<file path="src/rtl/game_pkg.sv">
// rtl/game_pkg.sv - shared link-protocol types and constants for the UART encoder/decoder
package game_pkg;

    typedef enum logic [2:0] {
        MSG_NONE    = 3'd0,
        MSG_CONNECT = 3'd1,
        MSG_SHOT    = 3'd2,
        MSG_POS     = 3'd3,
        MSG_SCORE   = 3'd4
    } tx_msg_t;

    typedef enum logic [1:0] {
        ST_IDLE,
        ST_HEADER,
        ST_PAYLOAD,
        ST_CHECKSUM
    } tx_state_t;

    localparam logic [3:0] SYNC_NIBBLE = 4'hA;

    // Frame lengths include header and checksum bytes.
    localparam logic [2:0] LEN_CONNECT = 3'd2;
    localparam logic [2:0] LEN_SCORE   = 3'd3;
    localparam logic [2:0] LEN_SHOT    = 3'd5;
    localparam logic [2:0] LEN_POS     = 3'd5;

    function automatic logic [7:0] header_byte(input tx_msg_t msg);
        return {SYNC_NIBBLE, 1'b0, msg};
    endfunction

endpackage

</file>
<file path="src/rtl/uart_tx_frame_pack.sv">
// rtl/uart_tx_frame_pack.sv - combinational frame builder: message type + payload -> bytes + length
module uart_tx_frame_pack
    import game_pkg::*;
(
    input  tx_msg_t          msg,
    input  logic [23:0]      payload,
    output logic [4:0][7:0]  frame_bytes,
    output logic [2:0]       frame_len
);

    logic [7:0] hdr;

    assign hdr = header_byte(msg);

    // Position payloads are {x[11:0], y[11:0]}; score uses payload[7:0].
    always_comb begin
        frame_bytes    = '0;
        frame_len      = LEN_CONNECT;
        frame_bytes[0] = hdr;
        case (msg)
            MSG_SHOT, MSG_POS: begin
                frame_bytes[1] = payload[23:16];
                frame_bytes[2] = payload[15:8];
                frame_bytes[3] = payload[7:0];
                frame_bytes[4] = hdr ^ payload[23:16] ^ payload[15:8] ^ payload[7:0];
                frame_len      = LEN_SHOT;
            end
            MSG_SCORE: begin
                frame_bytes[1] = payload[7:0];
                frame_bytes[2] = hdr ^ payload[7:0];
                frame_len      = LEN_SCORE;
            end
            default: begin
                frame_bytes[1] = hdr;
                frame_len      = LEN_CONNECT;
            end
        endcase
    end

endmodule

</file>
<file path="src/rtl/uart_tx_scheduler.sv">
// rtl/uart_tx_scheduler.sv - prioritised scheduler framing game messages into the UART TX FIFO
module uart_tx_scheduler
    import game_pkg::*;
(
    input  logic        clk,
    input  logic        rst,
    input  logic        link_enable,
    input  logic        connect_req,
    input  logic        shot_req,
    input  logic [11:0] shot_xpos,
    input  logic [11:0] shot_ypos,
    input  logic        pos_req,
    input  logic [11:0] keeper_xpos,
    input  logic [11:0] keeper_ypos,
    input  logic        score_req,
    input  logic [2:0]  score_player,
    input  logic [2:0]  score_enemy,
    input  logic        match_end,
    input  logic        match_result,
    input  logic        tx_full,
    output logic [7:0]  w_data,
    output logic        wr_uart,
    output logic        busy,
    output logic        frame_sent
);

    logic            pend_connect, pend_shot, pend_pos, pend_score;
    logic [23:0]     shot_payload, pos_payload;
    logic [7:0]      score_payload;
    tx_msg_t         sel_msg;
    logic [23:0]     sel_payload;
    logic            start;
    tx_msg_t         frame_msg;
    logic [23:0]     frame_payload;
    logic [4:0][7:0] frame_bytes;
    logic [2:0]      frame_len;
    tx_state_t       state, state_nxt;
    logic [2:0]      byte_idx, byte_idx_nxt;

    // Fixed priority: CONNECT > SHOT > SCORE > POS.
    always_comb begin
        sel_msg     = MSG_NONE;
        sel_payload = '0;
        if (pend_connect) begin
            sel_msg = MSG_CONNECT;
        end else if (pend_shot) begin
            sel_msg     = MSG_SHOT;
            sel_payload = shot_payload;
        end else if (pend_score) begin
            sel_msg     = MSG_SCORE;
            sel_payload = {16'h0000, score_payload};
        end else if (pend_pos) begin
            sel_msg     = MSG_POS;
            sel_payload = pos_payload;
        end
    end

    assign start = (state == ST_IDLE) && link_enable && (sel_msg != MSG_NONE);

    // A new request in the cycle its type is taken re-arms the flag.
    always_ff @(posedge clk or posedge rst) begin
        if (rst) begin
            pend_connect  <= 1'b0;
            pend_shot     <= 1'b0;
            pend_pos      <= 1'b0;
            pend_score    <= 1'b0;
            shot_payload  <= '0;
            pos_payload   <= '0;
            score_payload <= '0;
        end else begin
            if (link_enable && shot_req)
                shot_payload <= {shot_xpos, shot_ypos};
            if (link_enable && pos_req)
                pos_payload <= {keeper_xpos, keeper_ypos};
            if (link_enable && score_req)
                score_payload <= {score_player, score_enemy, match_end, match_result};
            pend_connect <= link_enable && (connect_req || (pend_connect && !(start && sel_msg == MSG_CONNECT)));
            pend_shot    <= link_enable && (shot_req    || (pend_shot    && !(start && sel_msg == MSG_SHOT)));
            pend_score   <= link_enable && (score_req   || (pend_score   && !(start && sel_msg == MSG_SCORE)));
            pend_pos     <= link_enable && (pos_req     || (pend_pos     && !(start && sel_msg == MSG_POS)));
        end
    end

    uart_tx_frame_pack u_pack (
        .msg         (frame_msg),
        .payload     (frame_payload),
        .frame_bytes (frame_bytes),
        .frame_len   (frame_len)
    );

    assign busy    = (state != ST_IDLE);
    assign wr_uart = busy && !tx_full;
    assign w_data  = busy ? frame_bytes[byte_idx] : 8'h00;

    always_comb begin
        state_nxt    = state;
        byte_idx_nxt = byte_idx;
        case (state)
            ST_IDLE: begin
                if (start) begin
                    state_nxt    = ST_HEADER;
                    byte_idx_nxt = 3'd0;
                end
            end
            ST_HEADER: begin
                if (wr_uart) begin
                    byte_idx_nxt = 3'd1;
                    state_nxt    = (frame_len == LEN_CONNECT) ? ST_CHECKSUM : ST_PAYLOAD;
                end
            end
            ST_PAYLOAD: begin
                if (wr_uart) begin
                    byte_idx_nxt = byte_idx + 3'd1;
                    if (byte_idx + 3'd1 == frame_len - 3'd1)
                        state_nxt = ST_CHECKSUM;
                end
            end
            ST_CHECKSUM: begin
                if (wr_uart) begin
                    byte_idx_nxt = 3'd0;
                    state_nxt    = ST_IDLE;
                end
            end
            default: begin
                state_nxt    = ST_IDLE;
                byte_idx_nxt = 3'd0;
            end
        endcase
    end

    always_ff @(posedge clk or posedge rst) begin
        if (rst) begin
            state         <= ST_IDLE;
            byte_idx      <= 3'd0;
            frame_msg     <= MSG_NONE;
            frame_payload <= '0;
            frame_sent    <= 1'b0;
        end else begin
            state      <= state_nxt;
            byte_idx   <= byte_idx_nxt;
            frame_sent <= (state == ST_CHECKSUM) && wr_uart;
            if (start) begin
                frame_msg     <= sel_msg;
                frame_payload <= sel_payload;
            end
        end
    end

endmodule

</file>
<file path="config.mk">
export PLATFORM = sky130hd
export DESIGN_NAME = uart_tx_scheduler
export DESIGN_NICKNAME = d
export VERILOG_FILES = /design/src/rtl/game_pkg.sv /design/src/rtl/uart_tx_frame_pack.sv /design/src/rtl/uart_tx_scheduler.sv
export SDC_FILE = /design/constraint.sdc
export NUM_CORES = 1
export LEC_CHECK = 0
export CORE_MARGIN = 1
export CORE_UTILIZATION = 49
export CTS_CLUSTER_SIZE = 14
export DETAILED_ROUTE_END_ITERATION = 10
export HOLD_SLACK_MARGIN = 0.1
export PLACE_DENSITY = 0.77
export SYNTH_ARGS = -nofsm -noshare
export SYNTH_HDL_FRONTEND = slang
export SYNTH_HIERARCHICAL = 1
export SYNTH_SLANG_ARGS = --single-unit
</file>
<file path="constraint.sdc">
create_clock -name clk -period 3.03 [get_ports clk]
set_input_delay 0.606 -clock clk [delete_from_list [all_inputs] [get_ports clk]]
set_output_delay 0.606 -clock clk [all_outputs]
set_load 0.005 [all_outputs]
</file>
==> flow_metrics.env, run 1 <==
export IMPL_leakagePower_nw=2.63
export IMPL_relSlewSlack_pct=57.9
export IMPL_holdPathStages=2
export IMPL_synth_edf_count=0
export IMPL_wirelength_um=10500
export IMPL_layout_commonest_cell="dfrtp_1"
export IMPL_fp_coreArea_um2=9370
export IMPL_placed_cell_area_um2=5630
export IMPL_stdcell_area_um2=5880
export IMPL_power_density_nw_per_um2=768
export IMPL_wire_per_inst_um=16.7
export IMPL_final_nets=567
export IMPL_io_pins=75
export IMPL_initial_utilization_pct=51.3
export IMPL_grt_pass1_wl_um=17900
export IMPL_finalHoldViolations=0
export IMPL_slowest_delay_ps=460
export IMPL_worstPathMaxFanout=8
export IMPL_min_period_ps=2910
export IMPL_path_delay_family="multiplexers"
export IMPL_dieWidth_um=101
export IMPL_cp_required_ps=2420
export IMPL_async_reset_ff_share_pct=100
export IMPL_maxCapViolCount=0
export IMPL_cts_max_level=3
export IMPL_clockBufferDepth=2
export IMPL_row_count=35
export IMPL_multi_input_area_um2=2210
export IMPL_clk_pin_slew_ps=90
export IMPL_drc_errors=0
export IMPL_synth_area_um2=4800
export IMPL_n_antenna_cell=0
export IMPL_worst_pin_slew_ps=632
export IMPL_power_mw=4.52
export IMPL_layout_setup_ws_ps=122
export IMPL_worstSkewPairLatency_ps=360
export IMPL_critPathLaunchType="register"
export IMPL_seq_area_um2=2330
export IMPL_gp_congestion=0.837
export IMPL_syn_avg_cell_area_um2=11.3
export IMPL_drt_pre_antenna_iters=6
export IMPL_setup_viol=0
export IMPL_hp_class="register to register"
export IMPL_crit_chain="buf_4 -> and2_2 -> a22o_1 -> mux4_2 -> a22oi_1 -> nor2_1 -> dlygate4sd2_1"
export IMPL_cts_hold_buf=0
export IMPL_overflow=0
export IMPL_worst_ep_arrival_time_ps=2300
export IMPL_crit_path_end_kind="output port"
export IMPL_syn_inst=427
export IMPL_cts_root_buf="clkbuf_8"
export IMPL_yosysSeqAreaShare_pct=48.4
export IMPL_timing_final_crit_share_pct=96.0
export IMPL_cts_tree="yes"
export IMPL_cts_sinks=93
export IMPL_regToRegSetupSlack_ps=480
export IMPL_dp_slack_ps=214
export IMPL_drt_initial_drc_count=270
export IMPL_port_buffers=74
export IMPL_synth_ff_latch_count=93
export IMPL_syn_to_final_growth_pct=22.4
export IMPL_max_freq_ghz=0.344
export IMPL_postRouteAntennaNets=0
export IMPL_vias=3525
export IMPL_ir_drop_v=0.000344
export IMPL_status="completed"
export IMPL_avgViaCountPerCell=5.60
export IMPL_fillCellCount=789
export IMPL_mostFrequentLayoutCells="91 x dfrtp_1, 66 x clkdlybuf4s50_1, 56 x mux2_2, 31 x nor2_1, 30 x nand2_1"
export IMPL_yosys_warnings=6
export IMPL_antenna_found_initial=0
export IMPL_layout_drive_gt1_share_pct=22.0
export IMPL_die_h_um=101
export IMPL_dieArea_um2=10200
export IMPL_grt_pass1_vias=3634
export IMPL_hpwl_um=7560
export IMPL_path_buf_inv=2
export IMPL_grt_use_total_pct=23.0
export IMPL_ys_types=45
export IMPL_drv_slew=0
export IMPL_tns_ps=0
export IMPL_hold_slack_ps=513
export IMPL_skew_ps=9.40
export IMPL_cp_depth=7
export IMPL_ff2ff_path_depth=7
export IMPL_grt_max_degree=44
export IMPL_critical_path_slowest_cell="mux4_2"
export IMPL_worstSetupPathType="register to output port"
export IMPL_cts_made_buffers=9
export IMPL_synth_ff_type="dfrtp_1"
export IMPL_rsz0062_at_grt="no"
==> path summary, 6_finish.rpt <==
path / startpoint / endpoint
worst max-delay path: frame_msg[2]$_DFFE_PP0P_ / w_data[6]
worst min-delay path: shot_payload[9]$_DFFE_PP0P_ / frame_payload[9]$_DFFE_PP0P_
worst max register to register: state[0]$_DFFE_PP0P_ / frame_payload[5]$_DFFE_PP0P_
worst min register to register: shot_payload[9]$_DFFE_PP0P_ / frame_payload[9]$_DFFE_PP0P_
min in group asynchronous: rst / shot_payload[10]$_DFFE_PP0P_
max in group asynchronous: rst / pos_payload[23]$_DFFE_PP0P_
==> state kept, by name (all words and copies together) (netlist names) <==
register,cells
state,2
score_payload,8
pend_pos,1
pos_payload,24
byte_idx,3
shot_payload,24
frame_payload,24
pend_score,1
pend_shot,1
pend_connect,1
frame_sent,1
frame_msg,3
==> through the flow <==
step                util, %  instances
global route           62.8        630
CTS                    62.6        630
global placement       60.1        611
floorplan                 -        430
detailed placement     60.1        611
finish                 62.8        630
==> layout make-up <==
type                            count  share of cell area (%)
Sequential cell                    93                    39.6
Clock inverter                      6                    1.23
Timing Repair Buffer               89                    14.7
Inverter                           28                    1.85
Tap cell                          129                    2.74
Multi-Input combinational cell    275                    37.7
Clock buffer                       10                    2.17
==> cells by family (layout without fill, tap and decap cells) <==
family	after synthesis	in the layout	synth area share (%)
other	2	5	0.156
muxes	66	66	17.3
AOI/OAI and AO/OA	85	85	13.2
DFF	93	93	48.4
adders and majority gates	7	7	1.82
and+or+nand+nor	90	90	8.80
xor gates and xnor gates	22	22	4.01
buffers and inverters	62	133	6.20
==> power by group <==
group	total [mW]	internal, mW	switching, mW
clock	0.832	0.389	0.443
sequential	1.93	1.54	0.386
combinational	1.76	0.947	0.814
==> cells in the mapped netlist, drive strengths merged (7+ instances only) <==
library cell / n / area, µm²
inv: 28 / 105
a22oi: 8 / 60.1
o21ai: 17 / 85.1
clkbuf: 10 / 37.5
a22o: 15 / 131
mux2: 58 / 653
nand2: 31 / 116
and2: 10 / 62.6
nor2: 33 / 129
a222oi: 16 / 160
xnor2: 17 / 149
buf: 24 / 155
ha: 7 / 87.6
a21oi: 14 / 70.1
mux4: 8 / 180
dfrtp: 93 / 2330
==> worst register-to-register path: stages, from the launching register on <==
cell and delay, ps:
dfrtp_1 430, inv_1 120, ha_1 480, inv_1 210, or2_1 320, buf_4 260
nor2_1 460, a22o_1 210
==> timing repair <==
action,4_1_cts,5_1_grt
gates resized for setup,12,5
gates cloned,0,0
pin swaps,0,0
setup endpoints to repair,8,4
buffers inserted,3,0
==> per-layer routing <==
layer,global-route usage (%),vias up,share of wire [%]
li1,-,1637,-
met1,31.3,1732,43
met2,37.1,139,50
met3,4.79,17,6.0
met4,7.47,0,1.4
met5,0,-,0
Power figures use the tool's default switching activity.
==> inputs of run 2 (changes only) <==
--- a/config.mk
+++ b/config.mk
@@ -6,11 +6,12 @@
 export NUM_CORES = 1
 export LEC_CHECK = 0
 export CORE_MARGIN = 1
-export CORE_UTILIZATION = 49
+export CORE_UTILIZATION = 50
+export CTS_BUF_LIST = sky130_fd_sc_hd__clkbuf_8
 export CTS_CLUSTER_SIZE = 14
 export DETAILED_ROUTE_END_ITERATION = 10
 export HOLD_SLACK_MARGIN = 0.1
-export PLACE_DENSITY = 0.77
+export PLACE_DENSITY = 0.78
 export SYNTH_ARGS = -nofsm -noshare
 export SYNTH_HDL_FRONTEND = slang
 export SYNTH_HIERARCHICAL = 1
==> run 2 against run 1 <==
Critical path depth unchanged. First-iteration DRC count grew 24%. Critical path type unchanged. Maximum frequency is 2.2% lower. Clock-buffer cell count fell by 1. Largest power group unchanged. Clock skew grew 4.0 ps. Core utilization up 1.9 points. Worst hold slack better by 1.2 ps. Combinational power up 6%.
==> flow_metrics.env, run 2 (same netlist as run 1, synthesis figures left out) <==
export IMPL_vias=3527
export IMPL_worstSkewPairLatency_ps=370
export IMPL_gp_congestion=0.875
export IMPL_avgViaCountPerCell=5.55
export IMPL_max_freq_ghz=0.336
export IMPL_layout_drive_gt1_share_pct=23.9
export IMPL_cts_hold_buf=0
export IMPL_worstSetupPathType="register to output port"
export IMPL_finalHoldViolations=0
export IMPL_overflow=0
export IMPL_leakagePower_nw=2.69
export IMPL_postRouteAntennaNets=0
export IMPL_min_to="pos_payload[0]$_DFFE_PP0P_"
export IMPL_initial_utilization_pct=51.8
export IMPL_worst_pin_slew_ps=1230
export IMPL_drt_pre_antenna_iters=8
export IMPL_mostFrequentLayoutCells="90 x dfrtp_1, 69 x clkdlybuf4s50_1, 56 x mux2_2, 31 x nor2_1, 30 x nand2_1"
export IMPL_min_period_ps=2970
export IMPL_status="completed"
export IMPL_maxCapViolCount=0
export IMPL_cts_tree="yes"
export IMPL_skew_ps=13.4
export IMPL_syn_to_final_growth_pct=24.9
export IMPL_critPathLaunchType="register"
export IMPL_fin_util_pct=64.6
export IMPL_worst_ep_arrival_time_ps=2370
export IMPL_clk_pin_slew_ps=100
export IMPL_cts_sinks=93
export IMPL_cp_required_ps=2420
export IMPL_grt_pass1_vias=3610
export IMPL_ir_drop_v=0.000380
export IMPL_cts_root_buf="clkbuf_8"
export IMPL_cts_made_buffers=9
export IMPL_relSlewSlack_pct=17.3
export IMPL_antenna_found_initial=0
export IMPL_grt_use_total_pct=23.0
export IMPL_setup_viol=0
export IMPL_worstPathMaxFanout=22
export IMPL_regToRegSetupSlack_ps=450
export IMPL_reg_top3="frame_payload (24), pos_payload (24), shot_payload (24)"
export IMPL_hold_slack_ps=514
export IMPL_holdPathStages=1
export IMPL_row_count=35
export IMPL_power_density_nw_per_um2=788
export IMPL_fp_coreArea_um2=9280
export IMPL_dieArea_um2=10000
export IMPL_worstReg2RegStart="pend_score$_DFF_PP0_"
export IMPL_io_pins=75
export IMPL_dieWidth_um=100
export IMPL_drt_initial_drc_count=334
export IMPL_wire_per_inst_um=16.5
export IMPL_final_nets=572
export IMPL_ff2ff_path_depth=5
export IMPL_r2r_end="frame_payload[8]$_DFFE_PP0P_"
export IMPL_grt_pass1_wl_um=17700
export IMPL_clockBufferDepth=2
export IMPL_cts_max_level=3
export IMPL_hold_start="pos_payload[0]$_DFFE_PP0P_"
export IMPL_die_h_um=100
export IMPL_layout_commonest_cell="dfrtp_1"
export IMPL_drc_errors=0
export IMPL_wirelength_um=10400
export IMPL_crit_path_end_kind="output port"
export IMPL_hp_class="register to register"
export IMPL_grt_max_degree=42
export IMPL_hpwl_um=7540
export IMPL_rsz0062_at_grt="yes"
export IMPL_timing_final_crit_share_pct=98.2
export IMPL_drv_slew=0
export IMPL_n_antenna_cell=0
export IMPL_port_buffers=74
run 2: changes by cell type in the layout (fill, tap and decap cells not counted), sizes merged, moves of 2 or more:
cell	change
inv	+2
clkdlybuf4s50	+3
buf	+5
dlymetal6s2s	+2
dlygate4sd2	-5
run 2: worst max-delay path by stage:
stage	from	end	slack [ps]	cells after the start
after floorplan	rst	byte_idx[0]$_DFFE_PP0P_	4	1
after global placement	frame_msg[1]$_DFFE_PP0P_	w_data[6]	290	7
after detailed placement	link_enable	frame_payload[12]$_DFFE_PP0P_	210	6
after CTS	frame_msg[2]$_DFFE_PP0P_	w_data[6]	-40	7
after global routing	frame_msg[1]$_DFFE_PP0P_	w_data[3]	-40	7
final	frame_msg[1]$_DFFE_PP0P_	w_data[1]	60	7
run 2: power breakdown:
| group | total (mW) | switching (mW) | internal, mW |
|---|---|---|---|
| Sequential | 1.93 | 0.384 | 1.54 |
| Combinational | 1.86 | 0.840 | 1.02 |
| Clock | 0.940 | 0.464 | 0.476 |
run 2: repair_timing:
item                       4_1_cts  5_1_grt
resized for setup                4       22
pin swaps                        0        1
setup buffers                    2        4
setup endpoints to repair        8        8
run 2: final cells by class:
cell class / instances / area [µm²]
clock buffer: 9 / 124
clock inverter: 7 / 104
inverter: 28 / 111
tap: 129 / 161
fill: 744 / 3280
multi-input combinational: 275 / 2250
timing repair buffer: 94 / 923
sequential: 93 / 2330
run 2: critical path, cell delays in order, from the launching register on:
cell             delay [ps]
dfrtp_2                 480
nand2b_4                120
inv_6                    80
a32o_1                  210
mux4_2                  470
a22oi_1                 150
nor2_1                   60
clkdlybuf4s50_1         440
run 2: layer usage:
layer	GRT usage [%]	vias up	share of wire, %
met1	30.0	1751	43
met5	0	-	0
met2	38.4	111	50
met4	8.03	0	1.7
li1	-	1648	-
met3	5.01	17	5.2
run 2: through the flow:
step	instance area (µm²)	TNS, ps	power (mW)	cells	worst slack [ps]
after floorplan	4820	0	3.12	430	3.69
after global placement	5640	0	3.61	613	295
after detailed placement	5640	0	3.68	613	206
after CTS	5900	-128	4.65	631	-40.2
after global routing	6000	-55.8	5.05	635	-36.3
final	6000	0	4.73	635	55.6
